`src/rtl/stopwatch_ctrl.sv`:
```
// Button sequencer for the 00-59 s stopwatch: sync, debounce, run/pause/lap/clear FSM.
// Drives counter run-enable and clear, and muxes a frozen lap value to the display.
module stopwatch_ctrl #(
    parameter int DB_CYCLES = 2_500_000,
    parameter int DB_W      = $clog2(DB_CYCLES) + 1
) (
    input  logic       CLK,
    input  logic       RST,
    input  logic       BTN_SS,
    input  logic       BTN_LC,
    input  logic [3:0] NUM_1S,
    input  logic [2:0] NUM_10S,
    output logic       SW_START,
    output logic       SW_CLR,
    output logic [3:0] DISP_1S,
    output logic [2:0] DISP_10S,
    output logic [1:0] STATE
);

    typedef enum logic [1:0] {
        IDLE  = 2'b00,
        RUN   = 2'b01,
        PAUSE = 2'b10,
        LAP   = 2'b11
    } state_t;

    localparam logic [DB_W-1:0] CNT_LAST = DB_W'(DB_CYCLES - 1);

    // Bit 0 is start/stop, bit 1 is lap/clear.
    logic [1:0]      btn;
    logic [1:0]      sync1;
    logic [1:0]      sync2;
    logic [1:0]      stable;
    logic [1:0]      stable_d;
    logic [1:0]      press;
    logic [DB_W-1:0] cnt [2];

    logic            ss;
    logic            lc;
    state_t          state;
    logic            sw_start;
    logic            sw_clr;
    logic [3:0]      lap_1s;
    logic [2:0]      lap_10s;

    assign btn = {BTN_LC, BTN_SS};

    always_ff @(posedge CLK) begin
        if (RST) begin
            sync1    <= '0;
            sync2    <= '0;
            stable   <= '0;
            stable_d <= '0;
            for (int i = 0; i < 2; i++) begin
                cnt[i] <= '0;
            end
        end else begin
            sync1    <= btn;
            sync2    <= sync1;
            stable_d <= stable;
            for (int i = 0; i < 2; i++) begin
                if (sync2[i] == stable[i]) begin
                    cnt[i] <= '0;
                end else if (cnt[i] == CNT_LAST) begin
                    stable[i] <= sync2[i];
                    cnt[i]    <= '0;
                end else begin
                    cnt[i] <= cnt[i] + DB_W'(1);
                end
            end
        end
    end

    // Rising edge of the debounced level; start/stop wins a tie.
    assign press = stable & ~stable_d;
    assign ss    = press[0];
    assign lc    = press[1] & ~press[0];

    always_ff @(posedge CLK) begin
        if (RST) begin
            state    <= IDLE;
            sw_start <= 1'b0;
            sw_clr   <= 1'b0;
            lap_1s   <= '0;
            lap_10s  <= '0;
        end else begin
            sw_clr <= 1'b0;
            case (state)
                IDLE: begin
                    if (ss) begin
                        state    <= RUN;
                        sw_start <= 1'b1;
                    end else if (lc) begin
                        sw_clr <= 1'b1;
                    end
                end
                RUN: begin
                    if (ss) begin
                        state    <= PAUSE;
                        sw_start <= 1'b0;
                    end else if (lc) begin
                        state   <= LAP;
                        lap_1s  <= NUM_1S;
                        lap_10s <= NUM_10S;
                    end
                end
                LAP: begin
                    if (ss) begin
                        state    <= PAUSE;
                        sw_start <= 1'b0;
                    end else if (lc) begin
                        state <= RUN;
                    end
                end
                PAUSE: begin
                    if (ss) begin
                        state    <= RUN;
                        sw_start <= 1'b1;
                    end else if (lc) begin
                        state    <= IDLE;
                        sw_clr   <= 1'b1;
                    end
                end
                default: begin
                    state    <= IDLE;
                    sw_start <= 1'b0;
                end
            endcase
        end
    end

    assign SW_START = sw_start;
    assign SW_CLR   = sw_clr;
    assign STATE    = state;
    assign DISP_1S  = (state == LAP) ? lap_1s : NUM_1S;
    assign DISP_10S = (state == LAP) ? lap_10s : NUM_10S;

endmodule
```
`config.mk`:
```
export PLATFORM = sky130hd
export DESIGN_NAME = stopwatch_ctrl
export DESIGN_NICKNAME = d
export VERILOG_FILES = /design/src/rtl/stopwatch_ctrl.sv
export SDC_FILE = /design/constraint.sdc
export NUM_CORES = 1
export LEC_CHECK = 0
export CORE_ASPECT_RATIO = 1.25
export CORE_MARGIN = 3
export CORE_UTILIZATION = 59
export DETAILED_ROUTE_END_ITERATION = 6
export GPL_ROUTABILITY_DRIVEN = 0
export GPL_TIMING_DRIVEN = 0
export PLACE_DENSITY = 0.91
export SYNTH_ARGS = -nofsm -noshare
export SYNTH_HDL_FRONTEND = slang
export SYNTH_SLANG_ARGS = --single-unit
```
`constraint.sdc`:
```
create_clock -name CLK -period 2.91 [get_ports CLK]
set_input_delay 0.582 -clock CLK [delete_from_list [all_inputs] [get_ports CLK]]
set_output_delay 0.582 -clock CLK [all_outputs]
set_load 0.02 [all_outputs]
```
* After elaboration in Yosys (flattened, before gate mapping)
Memories as Yosys holds them, arrays and structs flattened.
Cells that the tools add are included.
** Storage, ports and cells
- Memory bits (writable) :: 46
- Bits in registers :: 19
- Output and inout bits :: 11
- Word-level logic and storage cells :: 92
- Memories :: 1
- Bits of input ports :: 11
** Operators by class
- Reductions and logical operators :: 9
- Bitwise logic cells :: 13
- Muxes and demuxes :: 44
- Equality and inequality tests :: 13
- $add $sub $neg :: 2
** Memory list
- cnt :: words 2, width 23, rd ports 2, clocked after memory_dff 0, write ports 2, line 36 : logic [DB_W-1:0] cnt [2];
** Operators by type and width (count)
- $mux 23 :: 6
- $add 23x1->23 const B :: 2
- $eq 23x22->1 const B :: 2
- $mux 1 :: 27
- $mux 2 :: 7
- $ne 3x3->1 const B :: 3
- $pmux 2 s4 :: 1
- $or 1x1->1 :: 6
- $reduce_and 2->1 :: 3
- $eq 2x2->1 const B :: 2
- $mux 4 :: 1
- $ne 2x1->1 const B :: 2
- $not 1->1 :: 4
- $reduce_and 4->1 :: 1
- $reduce_or 2->1 :: 2
- $mux 3 :: 1
- $reduce_and 3->1 :: 1
- $reduce_or 3->1 :: 1
- $and 2x2->2 :: 1
- $eq 1x1->1 :: 2
- $eq 2x1->1 const B :: 1
- $logic_not 2->1 :: 1
- $ne 2x2->1 const B :: 1
- $not 2->2 :: 1
- 2 further kinds :: 2

* Depth between registers and ports, before layout
Gate-level depths: netlist of run 1.
- Depth in word-level cells :: 7
- Depth in mapped cells :: 7
- Gate-level depth less buffers :: 5

* Worst setup path after synthesis of run 1
OpenSTA, ideal clock, no wires.
- Kind :: register -> register
- Start :: memory cnt[0][0] (netlist name)
- End :: memory cnt[0][20] (netlist name) (data pin)
- Period minus slack after synthesis :: 2.066 ns
- Buffers on the path :: 1
- Setup time :: 0.147 ns
- Required time :: 2.763 ns
- Path slack :: 0.844 ns
- Arrival :: 1.919 ns
- Stages on the path, launching flop included :: 7
- Cells stage by stage :: edfxtp_1 -> ha_1 -> nand4_1 -> or4_1 -> clkbuf_1 -> or4_1 -> a21oi_1
** RTL lines (line)
- from (decl) :: 36

* Worst setup path after layout of run 1
- Start :: register state[0], in the netlist STATE[0]
- End :: output port DISP_1S[1]
** On the way
- Longest elaborated chain between the ends :: 2
** Ends and longest elaborated chain
- from (decl) :: line 40 : state_t state;
- from (signal assigned) :: line 81 : state <= IDLE;
- from (signal assigned) :: line 91 : state <= RUN;
- from (signal assigned) :: line 99 : state <= PAUSE;
- $eq 2x2->1 :: line 135 : assign DISP_1S = (state == LAP) ? lap_1s : NUM_1S;
- $mux 4 :: line 135
- to (decl) :: line 15 : output logic [3:0] DISP_1S,
No other way between the ends.

==> results.sh, run 1 <==
export IMPL_crit_required_ps=2330
export IMPL_hpwlAfterDp_um=4480
export IMPL_setup_tns_ps=0
export IMPL_rsz0062_at_grt="false"
export IMPL_synth_seq_area_share_pct=53.2
export IMPL_ys_types=38
export IMPL_critPathKind="flip-flop to output port"
export IMPL_initial_utilization_pct=62.9
export IMPL_drc=0
export IMPL_crit_slowest_cell="clkdlybuf4s50_1"
export IMPL_synth_top_area_cell="edfxtp_1"
export IMPL_die_area_um2=6550
export IMPL_ys_ff_latch=65
export IMPL_synth_common_cells="46 x edfxtp_1, 45 x nor2_1, 21 x a21oi_1"
export IMPL_slew_headroom_pct=65.9
export IMPL_synth_area_leaders="edfxtp_1 42%, dfxtp_1 11%, nor2_1 5.1%, xnor2_1 4.8%, a21oi_1 3.2%"
export IMPL_p_leak_uw=0.00133
export IMPL_cts_repair_resized=0
export IMPL_rrSetupSlack_ps=520
export IMPL_post_cts_buffers=0
export IMPL_ant_nets=0
export IMPL_htreeDepth=3
export IMPL_period_minus_slack_ps=2520
export IMPL_min_path_type="flip-flop to flip-flop"
export IMPL_cts_tree="built"
export IMPL_worstSetupStartpointType="flip-flop"
export IMPL_slowest_delay_ps=600
export IMPL_wirelength_um=6290
export IMPL_yosysTopAreaCellShare_pct=41.7
export IMPL_seq_area_um2=1760
export IMPL_grt_pass1_vias=2420
export IMPL_cts_root_buffer="clkbuf_8"
export IMPL_drtIter0Drc=162
export IMPL_die_h_um=89.8
export IMPL_finalHoldViolCount=0
export IMPL_fin_nets=414
export IMPL_crit_fanout=7
export IMPL_clock_skew_ps=6.23
export IMPL_grt_max_degree=11
export IMPL_fmaxAchievable_mhz=397
export IMPL_status="complete, no violations"
export IMPL_routed_via_density=5.51
export IMPL_num_io_pins=22
export IMPL_multiInputGateArea_um2=1630
export IMPL_p_per_area_nw_per_um2=461
export IMPL_vias=2578
export IMPL_arrival_ps=1940
export IMPL_yosys_warnings=0
export IMPL_worstMarginPinSlew_ps=506
export IMPL_antenna_cells=0
export IMPL_ir_drop_uv=378
export IMPL_wl_per_cell_um=13.4
export IMPL_drive_gt1_share_pct=6.90
export IMPL_async_reset_ff_share_pct=0
export IMPL_cts_buffers=9
export IMPL_clock_latency_ps=340
export IMPL_synthCells=324
export IMPL_die_w_um=73
export IMPL_grt_pass1_wl_um=10500
export IMPL_port_buffers=21
export IMPL_maxCapViolCount=0
export IMPL_crit_chain="nand2_1 > mux2_2 > clkdlybuf4s50_1"
export IMPL_holdBufCountCts=0
export IMPL_dpl_cell_area_um2=3770
export IMPL_synth_edf_count=46
export IMPL_slew_viol_final=0
export IMPL_overflow=0
export IMPL_dr_pass1_iters=4
export IMPL_rows=29
export IMPL_synth_area_um2=3310
export IMPL_final_setup_viol_count=0
export IMPL_coreArea_um2=5260
export IMPL_grt_antenna_before_repair=0
export IMPL_endpoint_kind="output port"
export IMPL_syn_to_final_growth_pct=18.7
export IMPL_yosysMostFrequentCell="edfxtp_1"
export IMPL_cts_reportedPaths_clkPinSlew_ps=70
export IMPL_nFillCells=356
export IMPL_cts_sinks=65
export IMPL_clockBufferDepth=2
export IMPL_post_route_period_util_pct=86.5
export IMPL_ys_flop_type="edfxtp_1"
export IMPL_syn_area_per_cell_um2=10.2
export IMPL_gr_usage_all_layers_pct=20.3
export IMPL_fin_area_um2=3930
==> cells in the final DEF (no fill, tap or decap), types with 2 or more instances in the layout <==
cell,n
edfxtp_1,46
conb_1,46
nor2_1,45
a21oi_1,21
clkdlybuf4s50_1,21
dfxtp_1,19
xnor2_1,18
nand3_1,17
o21ai_0,15
nand2_1,14
clkbuf_1,12
nand4_1,11
inv_1,11
or3_1,10
clkbuf_8,10
xor2_1,9
or4_1,8
mux2_2,7
nor2b_1,7
mux2i_1,7
o31ai_1,6
nor3_1,6
nor4b_1,5
and3_1,4
nor4_1,3
or3_2,3
and2_1,3
and4_1,3
clkinv_2,3
nand2b_1,2
nand4b_1,2
ha_1,2
==> power breakdown <==
group	total, uW	switching (uW)	internal, uW	leakage [uW]
combinational	101	53.9	47.5	0.000615
clock	658	332	326	0.0000876
sequential	1050	33.3	1020	0.000628
==> critical path, delay by kind of cell (launching register included) <==
family        cells  cell delay, ps
simple gates      1             250
buf+inv           1             600
mux               1             290
flops             1             450
==> routing by layer <==
metal	global-route usage (%)	wire, um
met1	24.6	2820
met2	33.1	3100
met3	5.36	275
met4	8.92	100
met5	0	0
==> logic make-up after synthesis <==
family | Yosys count | share of synthesized area [%]
compound gates | 45 | 7.48
buf+inv | 22 | 2.53
xor+xnor | 27 | 7.14
simple gates | 148 | 24.3
flops | 65 | 53.2
mux | 14 | 4.50
other cells | 1 | 0.113
fa+ha+maj | 2 | 0.756
==> per-stage QoR <==
step	utilization, %	power [uW]	hold slack (ps)	worst slack [ps]	std cells
final	74.7	1810	429	391	468
after global routing	74.7	1870	466	322	468
after CTS	74.7	1810	436	362	468
after detailed placement	71.6	1170	425	517	452
after global placement	71.6	1160	418	532	452
after floorplan	-	1130	414	844	369
==> final timing paths <==
check             startpoint          to  cells past startpoint
setup / recovery    STATE[0]  DISP_1S[1]                      3
hold / removal      sync1[1]    sync2[1]                      1
setup reg to reg   cnt[0][0]  cnt[0][20]                      6
hold reg to reg     sync1[1]    sync2[1]                      1
==> cell type report <==
| class | count | area share (%) |
|---|---|---|
| Tap cell | 62 | 1.97 |
| Multi-Input combinational cell | 282 | 41.6 |
| Buffer | 11 | 1.08 |
| Inverter | 11 | 1.05 |
| Sequential cell | 65 | 44.8 |
| Timing Repair Buffer | 21 | 5.35 |
| Clock buffer | 12 | 3.69 |
| Clock inverter | 4 | 0.477 |
==> flip-flops by register name, indices dropped and copies added, names as in the netlist <==
name / cells
lap_10s: 3
sync2: 2
SW_CLR: 1
SW_START: 1
STATE: 2
stable_d: 2
cnt: 46
stable: 2
lap_1s: 4
sync1: 2
Power figures use the tool's default switching activity.
==> run 2: changes to the inputs <==
- CTS_CLUSTER_SIZE: not set -> 28
==> results of run 2 <==
No change in the layout: final DEF, timing and power equal those of run 1.
